**config.mk**
```make
export PLATFORM = sky130hd
export DESIGN_NAME = hazard_forward_ctrl_flat
export DESIGN_NICKNAME = d
export VERILOG_FILES = /design/src/rtl/hazard_forward_ctrl_pkg.sv /design/src/rtl/hazard_forward_ctrl_if.sv /design/src/rtl/hazard_forward_ctrl_sat_counter.sv /design/src/rtl/hazard_forward_ctrl.sv /design/src/flat_wrapper.sv
export SDC_FILE = /design/constraint.sdc
export NUM_CORES = 1
export LEC_CHECK = 0
export ABC_AREA = 1
export CAP_MARGIN = 20
export CORE_MARGIN = 3
export CORE_UTILIZATION = 55
export CTS_CLUSTER_DIAMETER = 80
export CTS_CLUSTER_SIZE = 28
export DETAILED_ROUTE_END_ITERATION = 12
export GPL_ROUTABILITY_DRIVEN = 0
export HOLD_SLACK_MARGIN = 0.05
export PLACE_DENSITY = 0.82
export SLEW_MARGIN = 25
export SYNTH_ARGS = -nofsm -noshare
export SYNTH_HDL_FRONTEND = slang
export SYNTH_SLANG_ARGS = --single-unit
export TNS_END_PERCENT = 20
```
**constraint.sdc**
```tcl
create_clock -name clk -period 3.35 [get_ports clk]
set_input_delay 0.335 -clock clk [delete_from_list [all_inputs] [get_ports clk]]
set_output_delay 0.335 -clock clk [all_outputs]
set_load 0.005 [all_outputs]
```
**src/rtl/hazard_forward_ctrl_pkg.sv**
```systemverilog
// Shared pipeline types for the RV32 hazard/forwarding controller.
// Forward-select encoding, register index and ID/EX tag bundle.
package riscv_pipe_pkg;

  typedef logic [1:0] fwd_sel_t;

  localparam fwd_sel_t FWD_RF    = 2'b00;
  localparam fwd_sel_t FWD_MEMWB = 2'b01;
  localparam fwd_sel_t FWD_EXMEM = 2'b10;

  typedef logic [4:0] reg_idx_t;

  typedef struct packed {
    reg_idx_t rs1;
    reg_idx_t rs2;
    reg_idx_t rd;
    logic     reg_write;
    logic     mem_read;
  } idex_tag_t;

  // Nearest producer wins; x0 is never a forwarding source.
  function automatic fwd_sel_t fwd_pick(
    input reg_idx_t src,
    input logic     em_rw,
    input reg_idx_t em_rd,
    input logic     mw_rw,
    input reg_idx_t mw_rd
  );
    if (em_rw && em_rd != '0 && em_rd == src)
      return FWD_EXMEM;
    else if (mw_rw && mw_rd != '0 && mw_rd == src)
      return FWD_MEMWB;
    else
      return FWD_RF;
  endfunction

endpackage

```
**src/rtl/hazard_forward_ctrl_if.sv**
```systemverilog
// Hazard controller bus: ID-stage tags in, pipeline controls out.
// The controller sits on the slave side.
interface hazard_forward_ctrl_if #(
  parameter int CNT_W = 16
);
  import riscv_pipe_pkg::*;

  reg_idx_t       id_rs1;
  reg_idx_t       id_rs2;
  reg_idx_t       id_rd;
  logic           id_uses_rs1;
  logic           id_uses_rs2;
  logic           id_reg_write;
  logic           id_mem_read;
  logic           ex_branch_taken;
  logic           pc_write;
  logic           if_id_write;
  logic           if_id_flush;
  logic           id_ex_bubble;
  fwd_sel_t       forward_a;
  fwd_sel_t       forward_b;
  logic           wb_bypass_rs1;
  logic           wb_bypass_rs2;
  logic [CNT_W-1:0] stall_count;
  logic [CNT_W-1:0] flush_count;

  modport master (
    output id_rs1, id_rs2, id_rd,
    output id_uses_rs1, id_uses_rs2,
    output id_reg_write, id_mem_read,
    output ex_branch_taken,
    input  pc_write, if_id_write,
    input  if_id_flush, id_ex_bubble,
    input  forward_a, forward_b,
    input  wb_bypass_rs1, wb_bypass_rs2,
    input  stall_count, flush_count
  );

  modport slave (
    input  id_rs1, id_rs2, id_rd,
    input  id_uses_rs1, id_uses_rs2,
    input  id_reg_write, id_mem_read,
    input  ex_branch_taken,
    output pc_write, if_id_write,
    output if_id_flush, id_ex_bubble,
    output forward_a, forward_b,
    output wb_bypass_rs1, wb_bypass_rs2,
    output stall_count, flush_count
  );

endinterface

```
**src/rtl/hazard_forward_ctrl_sat_counter.sv**
```systemverilog
// Saturating event counter for debug statistics.
// Holds at all-ones instead of wrapping.
module sat_counter #(
  parameter int W = 16
) (
  input  logic         clk,
  input  logic         clear,
  input  logic         inc,
  output logic [W-1:0] count
);

  // Count up on inc, stop at all-ones, clear synchronously.
  always_ff @(posedge clk) begin
    if (clear)
      count <= '0;
    else if (inc && count != '1)
      count <= count + 1'b1;
  end

endmodule

```
**src/rtl/hazard_forward_ctrl.sv**
```systemverilog
// 5-stage RV32 hazard controller: load-use stall, branch flush,
// EX forwarding selects, ID write-back bypass, debug counters.
module hazard_forward_ctrl
  import riscv_pipe_pkg::*;
#(
  parameter int CNT_W = 16
) (
  input logic                  clk,
  input logic                  reset,
  hazard_forward_ctrl_if.slave bus
);

  idex_tag_t idex;
  reg_idx_t  exmem_rd;
  logic      exmem_rw;
  logic      exmem_mr;
  reg_idx_t  memwb_rd;
  logic      memwb_rw;

  logic     load_use;
  logic     sel_rst;
  logic     sel_br;
  logic     sel_lu;
  logic     pc_write;
  logic     if_id_write;
  logic     if_id_flush;
  logic     id_ex_bubble;
  fwd_sel_t fwd_a;
  fwd_sel_t fwd_b;
  logic     byp_rs1;
  logic     byp_rs2;

  logic [CNT_W-1:0] stall_cnt;
  logic [CNT_W-1:0] flush_cnt;

  // EX/MEM load flag is tracked for completeness only.
  logic unused_exmem_mr;
  assign unused_exmem_mr = exmem_mr;

  assign load_use = idex.mem_read
    && idex.rd != '0
    && ((bus.id_uses_rs1 && bus.id_rs1 == idex.rd)
     || (bus.id_uses_rs2 && bus.id_rs2 == idex.rd));

  assign sel_rst = reset;
  assign sel_br  = !reset && bus.ex_branch_taken;
  assign sel_lu  = !reset && !bus.ex_branch_taken
                && load_use;

  // Pipeline control: reset, then branch, then load-use.
  always_comb begin
    pc_write     = 1'b1;
    if_id_write  = 1'b1;
    if_id_flush  = 1'b0;
    id_ex_bubble = 1'b0;
    unique case (1'b1)
      sel_rst: begin
        pc_write     = 1'b0;
        if_id_write  = 1'b0;
        if_id_flush  = 1'b1;
        id_ex_bubble = 1'b1;
      end
      sel_br: begin
        if_id_flush  = 1'b1;
        id_ex_bubble = 1'b1;
      end
      sel_lu: begin
        pc_write     = 1'b0;
        if_id_write  = 1'b0;
        id_ex_bubble = 1'b1;
      end
      default: ;
    endcase
  end

  // Forward selects and WB bypass, all quiet during reset.
  always_comb begin
    fwd_a   = FWD_RF;
    fwd_b   = FWD_RF;
    byp_rs1 = 1'b0;
    byp_rs2 = 1'b0;
    if (!reset) begin
      fwd_a = fwd_pick(idex.rs1, exmem_rw, exmem_rd,
                       memwb_rw, memwb_rd);
      fwd_b = fwd_pick(idex.rs2, exmem_rw, exmem_rd,
                       memwb_rw, memwb_rd);
      byp_rs1 = memwb_rw && memwb_rd != '0
             && bus.id_uses_rs1
             && bus.id_rs1 == memwb_rd;
      byp_rs2 = memwb_rw && memwb_rd != '0
             && bus.id_uses_rs2
             && bus.id_rs2 == memwb_rd;
    end
  end

  // Shadow tags advance every cycle; bubbles zero ID/EX.
  always_ff @(posedge clk) begin
    if (reset) begin
      idex     <= '0;
      exmem_rd <= '0;
      exmem_rw <= 1'b0;
      exmem_mr <= 1'b0;
      memwb_rd <= '0;
      memwb_rw <= 1'b0;
    end else begin
      if (id_ex_bubble) begin
        idex <= '0;
      end else begin
        idex.rs1 <= bus.id_uses_rs1 ? bus.id_rs1 : '0;
        idex.rs2 <= bus.id_uses_rs2 ? bus.id_rs2 : '0;
        idex.rd        <= bus.id_rd;
        idex.reg_write <= bus.id_reg_write;
        idex.mem_read  <= bus.id_mem_read;
      end
      exmem_rd <= idex.rd;
      exmem_rw <= idex.reg_write;
      exmem_mr <= idex.mem_read;
      memwb_rd <= exmem_rd;
      memwb_rw <= exmem_rw;
    end
  end

  sat_counter #(.W(CNT_W)) u_stall_cnt (
    .clk   (clk),
    .clear (reset),
    .inc   (load_use && !bus.ex_branch_taken),
    .count (stall_cnt)
  );

  sat_counter #(.W(CNT_W)) u_flush_cnt (
    .clk   (clk),
    .clear (reset),
    .inc   (bus.ex_branch_taken),
    .count (flush_cnt)
  );

  assign bus.pc_write      = pc_write;
  assign bus.if_id_write   = if_id_write;
  assign bus.if_id_flush   = if_id_flush;
  assign bus.id_ex_bubble  = id_ex_bubble;
  assign bus.forward_a     = fwd_a;
  assign bus.forward_b     = fwd_b;
  assign bus.wb_bypass_rs1 = byp_rs1;
  assign bus.wb_bypass_rs2 = byp_rs2;
  assign bus.stall_count   = stall_cnt;
  assign bus.flush_count   = flush_cnt;

endmodule

```
**src/flat_wrapper.sv**
```systemverilog
// flat-port wrapper written by rule: the top's interface ports become plain ports
module hazard_forward_ctrl_flat import riscv_pipe_pkg::*;
#(
  parameter int CNT_W = 16
)
  (clk, reset, bus_id_rs1, bus_id_rs2, bus_id_rd, bus_id_uses_rs1, bus_id_uses_rs2, bus_id_reg_write, bus_id_mem_read, bus_ex_branch_taken, bus_pc_write, bus_if_id_write, bus_if_id_flush, bus_id_ex_bubble, bus_forward_a, bus_forward_b, bus_wb_bypass_rs1, bus_wb_bypass_rs2, bus_stall_count, bus_flush_count);
  hazard_forward_ctrl_if #(.CNT_W(CNT_W)) bus_i ();
  input logic clk;
  input logic reset;
  input wire logic [$bits(bus_i.id_rs1)-1:0] bus_id_rs1;
  input wire logic [$bits(bus_i.id_rs2)-1:0] bus_id_rs2;
  input wire logic [$bits(bus_i.id_rd)-1:0] bus_id_rd;
  input wire logic [$bits(bus_i.id_uses_rs1)-1:0] bus_id_uses_rs1;
  input wire logic [$bits(bus_i.id_uses_rs2)-1:0] bus_id_uses_rs2;
  input wire logic [$bits(bus_i.id_reg_write)-1:0] bus_id_reg_write;
  input wire logic [$bits(bus_i.id_mem_read)-1:0] bus_id_mem_read;
  input wire logic [$bits(bus_i.ex_branch_taken)-1:0] bus_ex_branch_taken;
  output wire logic [$bits(bus_i.pc_write)-1:0] bus_pc_write;
  output wire logic [$bits(bus_i.if_id_write)-1:0] bus_if_id_write;
  output wire logic [$bits(bus_i.if_id_flush)-1:0] bus_if_id_flush;
  output wire logic [$bits(bus_i.id_ex_bubble)-1:0] bus_id_ex_bubble;
  output wire logic [$bits(bus_i.forward_a)-1:0] bus_forward_a;
  output wire logic [$bits(bus_i.forward_b)-1:0] bus_forward_b;
  output wire logic [$bits(bus_i.wb_bypass_rs1)-1:0] bus_wb_bypass_rs1;
  output wire logic [$bits(bus_i.wb_bypass_rs2)-1:0] bus_wb_bypass_rs2;
  output wire logic [$bits(bus_i.stall_count)-1:0] bus_stall_count;
  output wire logic [$bits(bus_i.flush_count)-1:0] bus_flush_count;
  assign bus_i.id_rs1 = bus_id_rs1;
  assign bus_i.id_rs2 = bus_id_rs2;
  assign bus_i.id_rd = bus_id_rd;
  assign bus_i.id_uses_rs1 = bus_id_uses_rs1;
  assign bus_i.id_uses_rs2 = bus_id_uses_rs2;
  assign bus_i.id_reg_write = bus_id_reg_write;
  assign bus_i.id_mem_read = bus_id_mem_read;
  assign bus_i.ex_branch_taken = bus_ex_branch_taken;
  assign bus_pc_write = bus_i.pc_write;
  assign bus_if_id_write = bus_i.if_id_write;
  assign bus_if_id_flush = bus_i.if_id_flush;
  assign bus_id_ex_bubble = bus_i.id_ex_bubble;
  assign bus_forward_a = bus_i.forward_a;
  assign bus_forward_b = bus_i.forward_b;
  assign bus_wb_bypass_rs1 = bus_i.wb_bypass_rs1;
  assign bus_wb_bypass_rs2 = bus_i.wb_bypass_rs2;
  assign bus_stall_count = bus_i.stall_count;
  assign bus_flush_count = bus_i.flush_count;
  hazard_forward_ctrl #(.CNT_W(CNT_W)) u_core (.clk(clk), .reset(reset), .bus(bus_i));
endmodule
```
==> run_results.csv, run 1 <==
group,metric,value,unit
setup_path,critPathLaunchType,"input port",
yosys,synth_top_cells_by_area,"dfxtp_1 (38%), nand2_1 (13%), nor2_1 (12%), inv_1 (8.1%), nand4_1 (3.5%)",
setup_path,critPathTopFamily,"buffers and inverters",
cells_and_area,antenna_cells,0,
detailed_routing,drc_errors,0,
clocking,ctsLongestPathBuffers,2,
setup_path,startpoint,"bus_id_rs2[3]",
sta,skew,6.43,ps
setup_path,critPathSlowestCell,"clkdlybuf4s50_1",
cells_and_area,layout-drive-gt1-share,5.57,%
setup_path,cp-endpoint,"bus_id_ex_bubble",
outcome,status,"complete, no violations",
clocking,cts_resized,0,
detailed_routing,drt_pass1_iterations,5,
pwr,p_per_area,353,nW/um^2
sta,fin_crit_sh,80.8,%
detailed_routing,wire_per_inst,13.1,um
clocking,cts_tree,"yes",
sta,tns,0,ps
placement,hpwl,6110,um
floorplan,die-height,82.0,um
yosys,synthTopCellsByCount,"nand2_1 (113), nor2_1 (103), inv_1 (69)",
setup_path,path_depth,10,
yosys,syn_inst,486,
setup_path,r2r_cells,9,
setup_path,timing_worst_setup_path_type,"input port to output port",
setup_path,path_cells,"clkdlybuf4s50_1, inv_2, nand2_1, nand2_1, nor2_1, nand3_1, nand2_2, nand3_4, nand3_2, clkdlybuf4s50_1",
detailed_routing,drt-total-wl,8220,um
clocking,clkTransAtPathRegs,60,ps
pwr,vdd_ir_drop_max,237,uV
yosys,yosys.cell_types.count,33,
clocking,cts_setup_buffers,0,
setup_path,rrSetupSlack,1470,ps
yosys,synth_top_flop_cell,"dfxtp_1",
sta,fmax,0.369,GHz
detailed_routing,vias,3325,
worst_hold_path,min_path_type,"register to register",
clocking,htreeDepth,3,
floorplan,placementRows,27,
yosys,synth_top_area_cell,"dfxtp_1",
yosys,avgSynthCellArea,6.54,sq um
cells_and_area,instances_no_fill,629,
setup_path,required,3010,ps
setup_path,reg2reg_to,"u_core.u_flush_cnt.count[6]",
floorplan,initial_utilization,57.4,%
placement,place_inst,613,
floorplan,core,5540,sq um
yosys,synthArstFlopShare,0,%
yosys,synth.most_common_cell,"nand2_1",
floorplan,die_x,82.0,um
global_route,grt_usage,26.1,%
setup_path,end_kind,"output port",
sta,worst_pin_slew,408,ps
yosys,synthesis.nets,510,
yosys,synth_edf_count,0,
sta,rsz0062_at_grt,"no",
cells_and_area,nets,576,
sta,setup_viol,0,
cells_and_area,finish.utilization,72.6,%
placement,portBuffers,63,
setup_path,crit_fanout,13,
clocking,cts_buffers,9,
sta,fin_crit,2710,ps
cells_and_area,syn_to_final_growth,26.5,%
sta,timing.hold.ws,416,ps
worst_hold_path,min_from,"u_core.idex[1]",
global_route,grt_max_degree,24,
setup_path,critical_path.max_stage_delay,550,ps
detailed_routing,first_iter_violations,266,
clocking,clock_latency,340,ps
sta,maxSlewViolCount,0,
detailed_routing,vias_per_cell,5.29,
setup_path,worst_r2r_startpoint,"u_core.u_flush_cnt.count[1]",
global_route,antenna_found_initial,0,
job,maxCapViolations,0,
global_route,globalRouteOverflowTotal,0,
yosys,seq_area_frac_synth,38.4,%
detailed_routing,ant_nets,0,
yosys,netlist.area_leader.share,38.4,%
global_route,grt_pass1_wl,13500,um
clocking,cts.sinks,61,
sta,relSlewSlack,72.5,%
clocking,cts.hold.buffers_added,0,
sta,finalHoldViolCount,0,
setup_path,path_buf_inv,3,
floorplan,dieArea,6730,sq um
yosys,ys_seq_elements,61,
floorplan,io_pins,64,
global_route,grt_pass1_vias,3053,
yosys,synth-warning-count,0,
yosys,synth_area,3180,sq um
clocking,root_buffer,"clkbuf_8",
pwr,total_power,1420,uW
setup_path,cp.arrival,2370,ps
pwr,p_leak,0.00168,uW
[flip-flops by register name, summed over array words and instances (netlist names)]
register / count
u_core.memwb_rw: 1
u_core.memwb_rd: 5
u_core.u_flush_cnt.count: 16
u_core.exmem_rw: 1
u_core.u_stall_cnt.count: 16
u_core.idex: 17
u_core.exmem_rd: 5
[layout make-up]
cell class	instances	area [sq um]
well taps	72	90.1
flip-flops and latches	61	1220
clock buffers	11	131
multi-input cells	342	1630
clock inverters	5	27.5
repair buffers	66	653
inverters	72	270
fillers	465	1520
[cell families after synthesis]
kind of cell / Yosys count / share of synthesized area [%]
AND/OR/NAND/NOR: 279 / 38.0
buffers and inverters: 83 / 10.4
flip-flops: 61 / 38.4
AO/OA/AOI/OAI: 47 / 8.50
XOR/XNOR: 14 / 3.86
adder cells (fa/ha/maj): 2 / 0.787
[worst min-delay path by stage]
stage / to / cells past startpoint / slack [ps]
CTS: u_core.exmem_rw / 2 / 410
floorplan: u_core.exmem_rw / 2 / 390
detailed placement: u_core.exmem_rw / 2 / 400
finish: u_core.exmem_rw / 2 / 420
global route: u_core.exmem_rw / 2 / 440
global placement: u_core.exmem_rw / 2 / 390
[power by group]
part	switching, uW	internal, uW
logic	71.8	59.8
clock network	275	263
registers	11.9	737
[worst register-to-register path: cells and delay by family, from the launching register on]
kind            cells  cell delay, ps
fa+ha+maj           1             220
flops               1             380
compound gates      2             210
simple gates        5             830
buf+inv             1             190
[per-stage QoR]
stage / area, sq um / setup WS (ps)
2_1_floorplan: 3180 / 1780
3_3_place_gp: 3860 / 696
3_5_place_dp: 3860 / 631
4_1_cts: 4020 / 629
5_1_grt: 4020 / 455
6_report: 4020 / 642
[cells in the final DEF (no fill, tap or decap), drive strengths merged, types with 2 or more instances in the layout]
cell,n
inv,72
clkbuf,11
nand2,115
nor4,4
nand4,19
o211ai,3
nor2,107
nor3,11
xnor2,2
xor2,12
a21oi,19
buf,3
clkinv,4
o22ai,7
nand3,20
ha,2
clkdlybuf4s50,63
dfxtp,61
o21ai,12
a221oi,4
[metal layers]
metal  routed length (um)  up-vias  part of all wire, %  track usage [%]
li1                     -     1673                    -                -
met1                 3590     1476                   44             32.3
met2                 3820      147                   47             43.2
met3                  559       29                  6.8             6.03
met4                  247        0                  3.0             11.1
met5                    0        -                    0                0
Note: power is estimated with default switching activity, not from simulation.
==> run 2: changes to the inputs <==
--- a/config.mk
+++ b/config.mk
@@ -8,13 +8,13 @@
 export ABC_AREA = 1
 export CAP_MARGIN = 20
 export CORE_MARGIN = 3
-export CORE_UTILIZATION = 55
+export CORE_UTILIZATION = 52
 export CTS_CLUSTER_DIAMETER = 80
 export CTS_CLUSTER_SIZE = 28
 export DETAILED_ROUTE_END_ITERATION = 12
 export GPL_ROUTABILITY_DRIVEN = 0
 export HOLD_SLACK_MARGIN = 0.05
-export PLACE_DENSITY = 0.82
+export PLACE_DENSITY = 0.78
 export SLEW_MARGIN = 25
 export SYNTH_ARGS = -nofsm -noshare
 export SYNTH_HDL_FRONTEND = slang
==> constraint.sdc (replaced) <==
create_clock -name clk -period 2.7 [get_ports clk]
set_input_delay 0.27 -clock clk [delete_from_list [all_inputs] [get_ports clk]]
set_output_delay 0.27 -clock clk [all_outputs]
set_load 0.005 [all_outputs]
==> run 2 against run 1 <==
Compared with the run above: combinational power is 26% higher; sequential power is 24% higher; register-to-register slack worse by 690 ps; non-clock buffer count rose by 2; global-route usage decreased by 2.2 points; worst hold slack got worse by 11 ps; critical path type unchanged; die area up 5.3%; clock power increased by 34%; power up 28%; final cell count rose by 0.32%; flip-flop and latch count is the same.
==> run_results.csv, run 2 (synthesis results as in run 1) <==
group,metric,value,unit
sta,relSlewSlack,74.8,%
sta,rsz0062_at_grt,"no",
pwr,p_leak,0.00170,uW
worst_hold_path,min_from,"u_core.idex[1]",
sta,tns,0,ps
job,maxCapViolations,0,
sta,finalHoldViolCount,0,
sta,skew,11.9,ps
sta,fin_crit_sh,89.2,%
cells_and_area,syn_to_final_growth,27.5,%
setup_path,reg2reg_to,"u_core.u_flush_cnt.count[6]",
detailed_routing,wire_per_inst,13.1,um
setup_path,critical_path.max_stage_delay,530,ps
clocking,cts_buffers,9,
clocking,cts_resized,0,
clocking,cts_tree,"yes",
pwr,vdd_ir_drop_max,291,uV
cells_and_area,top_register,"u_core.idex",
cells_and_area,fillers,498,
floorplan,die_x,84.2,um
cells_and_area,final_cell_mix,"nand2_1 (113), nor2_1 (103), inv_1 (69), clkdlybuf4s50_1 (63), dfxtp_1 (61)",
global_route,grt_max_degree,24,
sta,fin_crit,2410,ps
global_route,globalRouteOverflowTotal,0,
detailed_routing,drc_errors,0,
detailed_routing,ant_nets,0,
floorplan,dieArea,7090,sq um
sta,fmax,0.415,GHz
setup_path,path_buf_inv,3,
setup_path,r2r_cells,9,
worst_hold_path,hold_depth,2,
detailed_routing,vias,3284,
pwr,p_per_area,448,nW/um^2
setup_path,crit_fanout,8,
setup_path,required,2430,ps
setup_path,worst_r2r_startpoint,"u_core.u_flush_cnt.count[1]",
clocking,htreeDepth,3,
setup_path,critPathTopFamily,"buffers and inverters",
clocking,root_buffer,"clkbuf_8",
clocking,cts_setup_buffers,0,
setup_path,cp.arrival,2140,ps
worst_hold_path,hold_end,"u_core.exmem_rw",
global_route,grt_pass1_vias,3053,
setup_path,rrSetupSlack,780,ps
cells_and_area,antenna_cells,0,
setup_path,critPathLaunchType,"input port",
setup_path,timing_worst_setup_path_type,"input port to output port",
floorplan,placementRows,27,
sta,setup_viol,0,
cells_and_area,largest_register_ffs,17,
cells_and_area,top_regs,"u_core.idex (17), u_core.u_flush_cnt.count (16), u_core.u_stall_cnt.count (16)",
cells_and_area,nets,578,
detailed_routing,vias_per_cell,5.20,
floorplan,die-height,84.2,um
sta,maxSlewViolCount,0,
detailed_routing,drt-total-wl,8290,um
detailed_routing,first_iter_violations,269,
floorplan,initial_utilization,55.7,%
setup_path,path_cells,"clkdlybuf4s50_1, inv_1, nand2_1, nand2_1, nor2_1, nand3_1, nand2_2, nand3_4, nand3_2, clkdlybuf4s50_1",
clocking,cts.hold.buffers_added,0,
clocking,cts.sinks,61,
worst_hold_path,min_path_type,"register to register",
clocking,clock_latency,350,ps
placement,hpwl,6240,um
floorplan,io_pins,64,
outcome,status,"complete, no violations",
setup_path,critPathSlowestCell,"clkdlybuf4s50_1",
cells_and_area,finish.utilization,71.0,%
sta,worst_pin_slew,374,ps
placement,pre_cts_ws,302,ps
global_route,grt_usage,23.8,%
detailed_routing,drt_pass1_iterations,5,
global_route,grt_pass1_wl,13800,um
clocking,ctsLongestPathBuffers,2,
clocking,clkTransAtPathRegs,70,ps
cells_and_area,layout-drive-gt1-share,6.26,%
global_route,antenna_found_initial,0,
cells_and_area,final_common_cell,"nand2_1",
placement,portBuffers,63,
sta,finalWorstSetupSlack,292,ps
setup_path,end_kind,"output port",
floorplan,core,5710,sq um
-- run 2: cell types whose count changed in the layout (fill, tap and decap cells not counted) --
cell	before	now
buf_4	3	5
clkbuf_1	2	0
clkbuf_8	9	10
clkinv_2	4	3
clkinv_4	0	1
clkinvlp_4	1	2
-- run 2: worst max-delay path by stage --
stage	endpoint	slack, ps	depth (start not counted)	from
after floorplan	bus_pc_write	1190	11	u_core.idex[5]
after global placement	bus_id_ex_bubble	330	10	bus_id_rs2[3]
after detailed placement	bus_id_ex_bubble	300	10	bus_id_rs2[1]
after CTS	bus_id_ex_bubble	300	10	bus_id_rs2[3]
after global routing	bus_id_ex_bubble	140	10	bus_id_rs1[0]
final	bus_id_ex_bubble	290	10	bus_id_rs2[1]
-- run 2: layer usage --
metal | GRT usage [%] | wire length (um) | vias up
met5 | 0 | 0 | -
met4 | 11.4 | 191 | 0
met3 | 4.22 | 533 | 22
met2 | 40.3 | 3890 | 124
met1 | 29.3 | 3670 | 1469
li1 | - | - | 1669
-- run 2: cell type report --
cell class	count	area [sq um]	area share, %
Clock buffer	10	138	3.40
Sequential cell	61	1220	30.1
Clock inverter	6	38.8	0.957
Tap cell	72	90.1	2.22
Inverter	72	270	6.67
Multi-Input combinational cell	342	1630	40.1
Timing Repair Buffer	68	668	16.5
-- run 2: report_power, final --
group,internal [uW],switching [uW]
Combinational,75.2,90.6
Sequential,914,13.9
Clock,354,367
Total,1340,471
-- run 2: through the flow --
stage	area, sq um	total power, uW	hold slack (ps)	std cells
6_report	4050	1810	404	631
3_3_place_gp	3880	1110	398	615
4_1_cts	4050	1820	408	631
2_1_floorplan	3180	1040	382	486
3_5_place_dp	3880	1110	399	615
5_1_grt	4050	1880	421	631
-- run 2: tightest hold or removal path, cell delays in order (launching register included) --
cell     delay (ps)
dfxtp_1         300
inv_1            40
nor2_1           30
